`config.mk`:
```
export PLATFORM = sky130hd
export DESIGN_NAME = and_serial_rx
export DESIGN_NICKNAME = d
export VERILOG_FILES = /design/src/rtl/and_serial_rx_pkg.sv /design/src/rtl/and_serial_rx_bit_counter.sv /design/src/rtl/and_serial_rx.sv
export SDC_FILE = /design/constraint.sdc
export NUM_CORES = 1
export LEC_CHECK = 0
export ABC_AREA = 1
export CORE_AREA = 2 2 39 41
export CTS_CLUSTER_DIAMETER = 50
export DETAILED_ROUTE_END_ITERATION = 6
export DIE_AREA = 0 0 41 43
export PLACE_DENSITY = 0.51
export SLEW_MARGIN = 10
export SYNTH_ARGS = -nofsm -noshare
export SYNTH_HDL_FRONTEND = slang
export SYNTH_SLANG_ARGS = --single-unit
```
`constraint.sdc`:
```
create_clock -name clk -period 1 [get_ports clk]
set_input_delay 0.2 -clock clk [delete_from_list [all_inputs] [get_ports clk]]
set_output_delay 0.2 -clock clk [all_outputs]
set_load 0.005 [all_outputs]
```
`src/rtl/and_serial_rx_pkg.sv`:
```
// Shared types and sizing helpers for the AND serial receiver.
package and_serial_rx_pkg;

  typedef enum logic {
    COLLECT = 1'b0,
    HOLD    = 1'b1
  } state_t;

  // Counter width; a single-bit word still needs a 1-bit counter.
  function automatic int cntWidth(input int width);
    return (width <= 1) ? 1 : $clog2(width);
  endfunction

endpackage

```
`src/rtl/and_serial_rx_bit_counter.sv`:
```
// Bit position counter for one serial word; clears itself after the last bit.
module bit_counter
  import and_serial_rx_pkg::*;
#(
  parameter  int WIDTH = 8,
  localparam int CNT_W = cntWidth(WIDTH)
) (
  input  logic             clk,
  input  logic             reset_n,
  input  logic             clear,
  input  logic             inc,
  output logic [CNT_W-1:0] cnt,
  output logic             last
);

  localparam logic [CNT_W-1:0] LAST_IDX = CNT_W'(WIDTH - 1);

  logic [CNT_W-1:0] r_cnt;

  // Restarting at the last index means the count never goes past WIDTH-1.
  always_ff @(posedge clk) begin
    if (!reset_n || clear) begin
      r_cnt <= '0;
    end else if (inc) begin
      r_cnt <= last ? '0 : r_cnt + 1'b1;
    end
  end

  assign cnt  = r_cnt;
  assign last = (r_cnt == LAST_IDX);

endmodule

```
`src/rtl/and_serial_rx.sv`:
```
// Serial receiver that reduces each WIDTH-bit word to the AND of its bits.
// Define AND_SERIAL_RX_ZIDX_EN to also report the index of the first zero bit.
module and_serial_rx
  import and_serial_rx_pkg::*;
#(
  parameter  int WIDTH = 8,
  localparam int CNT_W = cntWidth(WIDTH)
) (
  input  logic             clk,
  input  logic             reset_n,
  input  logic             in_valid,
  input  logic             in_bit,
  output logic             in_ready,
  output logic             out_valid,
  input  logic             out_ready,
  output logic             out_y
`ifdef AND_SERIAL_RX_ZIDX_EN
  ,
  output logic [CNT_W-1:0] out_zidx
`endif
);

  state_t           r_state;
  state_t           w_nextState;
  logic             r_acc;
  logic             r_outY;
  logic             w_accept;
  logic             w_handshake;
  logic             w_last;
  logic             w_accBit;
  logic [CNT_W-1:0] w_cnt;

  // Handshake outputs depend only on the state register.
  always_comb begin
    w_nextState = r_state;
    in_ready    = 1'b0;
    out_valid   = 1'b0;
    case (r_state)
      COLLECT: begin
        in_ready = 1'b1;
        if (in_valid && w_last) w_nextState = HOLD;
      end
      HOLD: begin
        out_valid = 1'b1;
        if (out_ready) w_nextState = COLLECT;
      end
      default: w_nextState = COLLECT;
    endcase
  end

  always_ff @(posedge clk) begin
    if (!reset_n) r_state <= COLLECT;
    else          r_state <= w_nextState;
  end

  assign w_accept    = in_valid & in_ready;
  assign w_handshake = out_valid & out_ready;
  assign w_accBit    = r_acc & in_bit;

  bit_counter #(.WIDTH(WIDTH)) u_bit_counter (
    .clk     (clk),
    .reset_n (reset_n),
    .clear   (w_handshake),
    .inc     (w_accept),
    .cnt     (w_cnt),
    .last    (w_last)
  );

  // The accumulator is re-armed on the final bit, so HOLD always leaves it at 1.
  always_ff @(posedge clk) begin
    if (!reset_n) begin
      r_acc  <= 1'b1;
      r_outY <= 1'b0;
    end else if (w_accept) begin
      if (w_last) begin
        r_outY <= w_accBit;
        r_acc  <= 1'b1;
      end else begin
        r_acc  <= w_accBit;
      end
    end
  end

  assign out_y = r_outY;

`ifdef AND_SERIAL_RX_ZIDX_EN
  logic             r_seenZero;
  logic [CNT_W-1:0] r_firstZero;
  logic [CNT_W-1:0] r_outZidx;
  logic             w_seenNext;
  logic [CNT_W-1:0] w_zidxNext;

  assign w_seenNext = r_seenZero | ~in_bit;
  assign w_zidxNext = (r_seenZero || in_bit) ? r_firstZero : w_cnt;

  // A word with no zero bit reports index 0.
  always_ff @(posedge clk) begin
    if (!reset_n) begin
      r_seenZero  <= 1'b0;
      r_firstZero <= '0;
      r_outZidx   <= '0;
    end else if (w_accept) begin
      if (w_last) begin
        r_outZidx   <= w_seenNext ? w_zidxNext : '0;
        r_seenZero  <= 1'b0;
        r_firstZero <= '0;
      end else begin
        r_seenZero  <= w_seenNext;
        r_firstZero <= w_zidxNext;
      end
    end
  end

  assign out_zidx = r_outZidx;
`else
  logic w_unused_cnt;
  assign w_unused_cnt = ^w_cnt;
`endif

endmodule
```
Yosys cells after proc, flatten, opt, wreduce, memory -nomap -nowiden. Cells that the tools add are included.

Output and inout bits: 3. ROM bits: 0. Flip-flop bits (word level): 6. RAM bits: 0. Word-level logic and storage cells: 21. Memories kept: 0. Bits in latches: 0. Input port bits: 5.

Multiply operators: 0. Magnitude comparators: 0. Add/sub/neg operators: 1. Shifts and indexed selects: 0. Equal/unequal tests: 1. Div/mod/pow operators: 0. Mux-type cells: 7. Reduce and logical (&&, ||, !) cells: 4. Bitwise operators: 4.

Operators with widths (number): 1-bit 2-to-1 mux (5); 3-bit by 1-bit adder with 3-bit output (second input constant) (1); 1-bit bitwise AND (3); 3-bit == test (second input constant) (1); 3-bit 2-to-1 mux (1); 1-bit one-hot mux with 2 select lines (1); 2-bit AND reduction (1); 1-bit logical AND (1); 1-bit logical NOT (1); 1-bit logical OR (1); 1-bit inverter (1).

Depth between registers and ports, before layout.
Depth after elaboration: 4. Depth in mapped cells: 6. Gate-level depth less buffers: 6.

Cells and area by module. A second synthesis with hierarchy kept.

Cells, all modules: 39. Area, all modules: 282.8 um^2.

Modules (own cells, without submodules): bit_counter (sequential area each 60.1 um^2, cells each 19, instances 1, area an instance 143.9 um^2); and_serial_rx (sequential area each 60.1 um^2, cells each 20, instances 1, area an instance 138.9 um^2).

Worst setup path after synthesis. Ideal clock, no wire load.

Path kind: register to register. Start: register u_bit_counter.r_cnt[0], in the netlist u_bit_counter.cnt[0]. End: register r_outY, in the netlist out_y. Setup slack: -7 ps. Arrival time: 894 ps. Clock period less this slack: 1007 ps. Setup time: 113 ps. Cell stages (with the launch flop): 7. Cell sequence: dfxtp_1 ha_1 ha_1 nand3_2 nand2_1 nand2_1 nor2_1.

Cells in the longest elaborated chain, start to end: 2.

Ends and longest elaborated chain: start: declaration (RTL line and_serial_rx_bit_counter.sv:18) `logic [CNT_W-1:0] r_cnt;`; start signal: assignment (RTL line and_serial_rx_bit_counter.sv:25) `r_cnt <= last ? '0 : r_cnt + 1'b1;`; 3-bit == test (RTL line and_serial_rx_bit_counter.sv:30) `assign last = (r_cnt == LAST_IDX);`; 2-bit AND reduction (no source line); end signal: assignment (RTL line and_serial_rx.sv:76) `r_outY <= w_accBit;`; end: declaration (RTL line and_serial_rx.sv:26) `logic r_outY;`.

No other way between the ends. A chain may end at the register's enable or synchronous reset.

Final worst setup path.
Start: register u_bit_counter.r_cnt[0], in the netlist u_bit_counter.cnt[0]. End: register u_bit_counter.r_cnt[0], in the netlist u_bit_counter.cnt[0].

Cells in the longest elaborated chain, start to end: 2. Elaborated cells between the ends (all ways): 3.

Ends and longest elaborated chain (RTL line): 3-bit by 1-bit adder with 3-bit output / 3-bit == test (equally long branches) (and_serial_rx_bit_counter.sv:25, and_serial_rx_bit_counter.sv:30); 3-bit 2-to-1 mux (*) (and_serial_rx_bit_counter.sv:25).

Mark *: on every way between the ends. The rest lies on a longest branch, timed or not.

==> flow_metrics.tcl <==
set metrics [dict create \
    finalClockSkew_ns 0.00761 \
    grt_max_degree 5 \
    p_leak_uw 0.000202 \
    track_usage 0.0825 \
    cts_buffers 3 \
    port_buffers 7 \
    layout_commonest_cell "nand2_1" \
    cp_num_buf_inv 0 \
    crit_cells 5 \
    routed_via_density 4.15 \
    placementRows 14 \
    r2r-end "u_bit_counter.cnt[0]$_SDFFE_PP0P_" \
    dieArea_um2 1760 \
    core_area_um2 1380 \
    peakVddDrop_v 0.000576 \
    slowest_delay_ns 0.33 \
    hp-start "in_valid" \
    fmax_ghz 1.03 \
    synth_nets 43 \
    tightest_slew_ns 0.206 \
    synth.distinct_cells 11 \
    htreeDepth 1 \
    layout-drive-gt1-share 0.460 \
    hp-class "primary input to flip-flop" \
    holdPathStages 3 \
    reg2reg_slack_ns 0.03 \
    ys_seq_area_frac 0.449 \
    cp_common_cell "ha_4" \
    finalCriticalPeriod_ns 0.973 \
    setup_violations 0 \
    clock-root-buffer "clkbuf_4" \
    drt_iter0_drc 5 \
    place_inst 62 \
    drcViolationCount 0 \
    post-route-cell-area_um2 452 \
    cpMaxStageDelayCell "dfxtp_2" \
    rsz0062_at_grt "true" \
    num_vias 274 \
    die_w_um 41 \
    power_density_nw_per_um2 1200 \
    fin_tns_setup_ns 0 \
    clk_latency_ns 0.24 \
    hpwl_um 409 \
    final_cell_mix "nand2_1, inv_1, buf_4" \
    antenna_left 0 \
    final_max_slew_viol_count 0 \
    overflow 0 \
    syn_area_um2 268 \
    ys_ff_latch 6 \
    gp_congestion 0.668 \
    worstSetupPathType "flip-flop to flip-flop" \
    first_pass_iters 2 \
    layout.cells.non_filler 66 \
    antenna_found_initial 0 \
    grt_pass1_vias 239 \
    fin_crit_sh 0.973 \
    grt_first_pass_wirelength_um 959 \
    syn_area_per_cell_um2 7.44 \
    syn_inst 36 \
    yosysWarnings 0 \
    outcome "finished clean" \
    placed_cell_area_um2 383 \
    worstPathMaxFanout 2 \
    cap_violations 0 \
    cp_top_family "flip-flops" \
    cp.arrival_ns 1.15 \
    critPathLaunchType "flip-flop" \
    clk_pin_slew_ns 0.05 \
    crit_chain "ha_4 -> ha_4 -> nor2_2 -> nand2_1 -> a21oi_2" \
    power_uw 541 \
    rr_worst_depth 5 \
    initial_utilization 0.193 \
    area_growth_pct 68.7 \
    hold_viol 0 \
    avgRoutedWirePerCell_um 8.94 \
    end_kind "flip-flop" \
    clock-sinks 6 \
    r2r-start "u_bit_counter.cnt[0]$_SDFFE_PP0P_" \
    relSlewSlack 0.862 \
    routed_wl_um 590 \
    cts_tree "built" \
    required_ns 1.18 \
    antenna_cells 0 \
    fp.dieH_um 43 \
    cts.path.max_buffers 2 \
    min_to "r_state$_SDFF_PN0_" \
    ioPinCount 8 \
    fin_nets 59 \
]
cells in the mapped netlist, drive strengths merged:
master / n / share of area
nand2: 12 / 0.17
dfxtp: 6 / 0.45
inv: 5 / 0.070
nor2: 4 / 0.056
a21oi: 3 / 0.056
ha: 2 / 0.093
a21boi: 1 / 0.028
nand3: 1 / 0.037
nand4: 1 / 0.023
o21ai: 1 / 0.019
stage by stage:
stage	utilization	hold WS (ns)	setup WS, ns
final	0.326	0.373	0.0266
after global routing	0.326	0.389	-0.0342
after global placement	0.277	0.450	-0.212
after CTS	0.308	0.466	0.000265
after floorplan	-	0.294	-0.00452
after detailed placement	0.277	0.456	-0.194
layout make-up:
cell class | count | area [µm²]
Fill cell | 145 | 932
Tap cell | 16 | 20.0
Sequential cell | 6 | 124
Multi-Input combinational cell | 25 | 179
Inverter | 5 | 18.8
Clock buffer | 3 | 22.5
Timing Repair Buffer | 11 | 87.6
sequential cells by signal (all words and copies together) (netlist names):
name / cells
out_y: 1
r_acc: 1
r_state: 1
u_bit_counter.cnt: 3
worst reg2reg max path, cell delays in order (launching register included):
cell	delay [ns]
dfxtp_2	0.33
ha_4	0.16
ha_4	0.16
nor2_2	0.07
nand2_1	0.06
a21oi_2	0.12
metal layers:
layer / wire length [µm] / share of wire / GRT usage
met5: 0 / 0 / 0
met4: 0 / 0 / 0.0600
met3: 40 / 0.068 / 0.0366
met2: 275 / 0.47 / 0.103
met1: 274 / 0.46 / 0.107
how the worst max path moves through the flow:
| stage | from | endpoint | slack [ns] |
|---|---|---|---|
| floorplan | u_bit_counter.cnt[0]$_SDFFE_PP0P_ | u_bit_counter.cnt[2]$_SDFFE_PP0P_ | -0.005 |
| global placement | in_valid | u_bit_counter.cnt[1]$_SDFFE_PP0P_ | -0.21 |
| detailed placement | in_valid | u_bit_counter.cnt[0]$_SDFFE_PP0P_ | -0.19 |
| CTS | r_state$_SDFF_PN0_ | out_valid | 0.0003 |
| global route | u_bit_counter.cnt[0]$_SDFFE_PP0P_ | u_bit_counter.cnt[0]$_SDFFE_PP0P_ | -0.03 |
| finish | u_bit_counter.cnt[0]$_SDFFE_PP0P_ | u_bit_counter.cnt[0]$_SDFFE_PP0P_ | 0.03 |
kinds of logic (layout without fill, tap and decap cells):
logic type | count (synthesis) | after routing | share of synthesized area
adder cells (fa/ha/maj) | 2 | 2 | 0.0934
AO/OA/AOI/OAI | 5 | 5 | 0.103
flip-flops | 6 | 6 | 0.449
AND/OR/NAND/NOR | 18 | 18 | 0.285
buffers and inverters | 5 | 19 | 0.0701
where the power goes:
| part | total, µW | internal, µW | switching [µW] |
|---|---|---|---|
| sequential | 257 | 250 | 7.33 |
| combinational | 65.2 | 36.7 | 28.5 |
| clock | 219 | 136 | 83.3 |
repair_timing:
item / 4_1_cts / 5_1_grt
hold buffers: 0 / 0
resized for setup: 14 / 10
setup endpoints to repair: 8 / 8
buffers inserted: 0 / 1
pin swaps: 2 / 3
(Power assumes the default switching activity.)
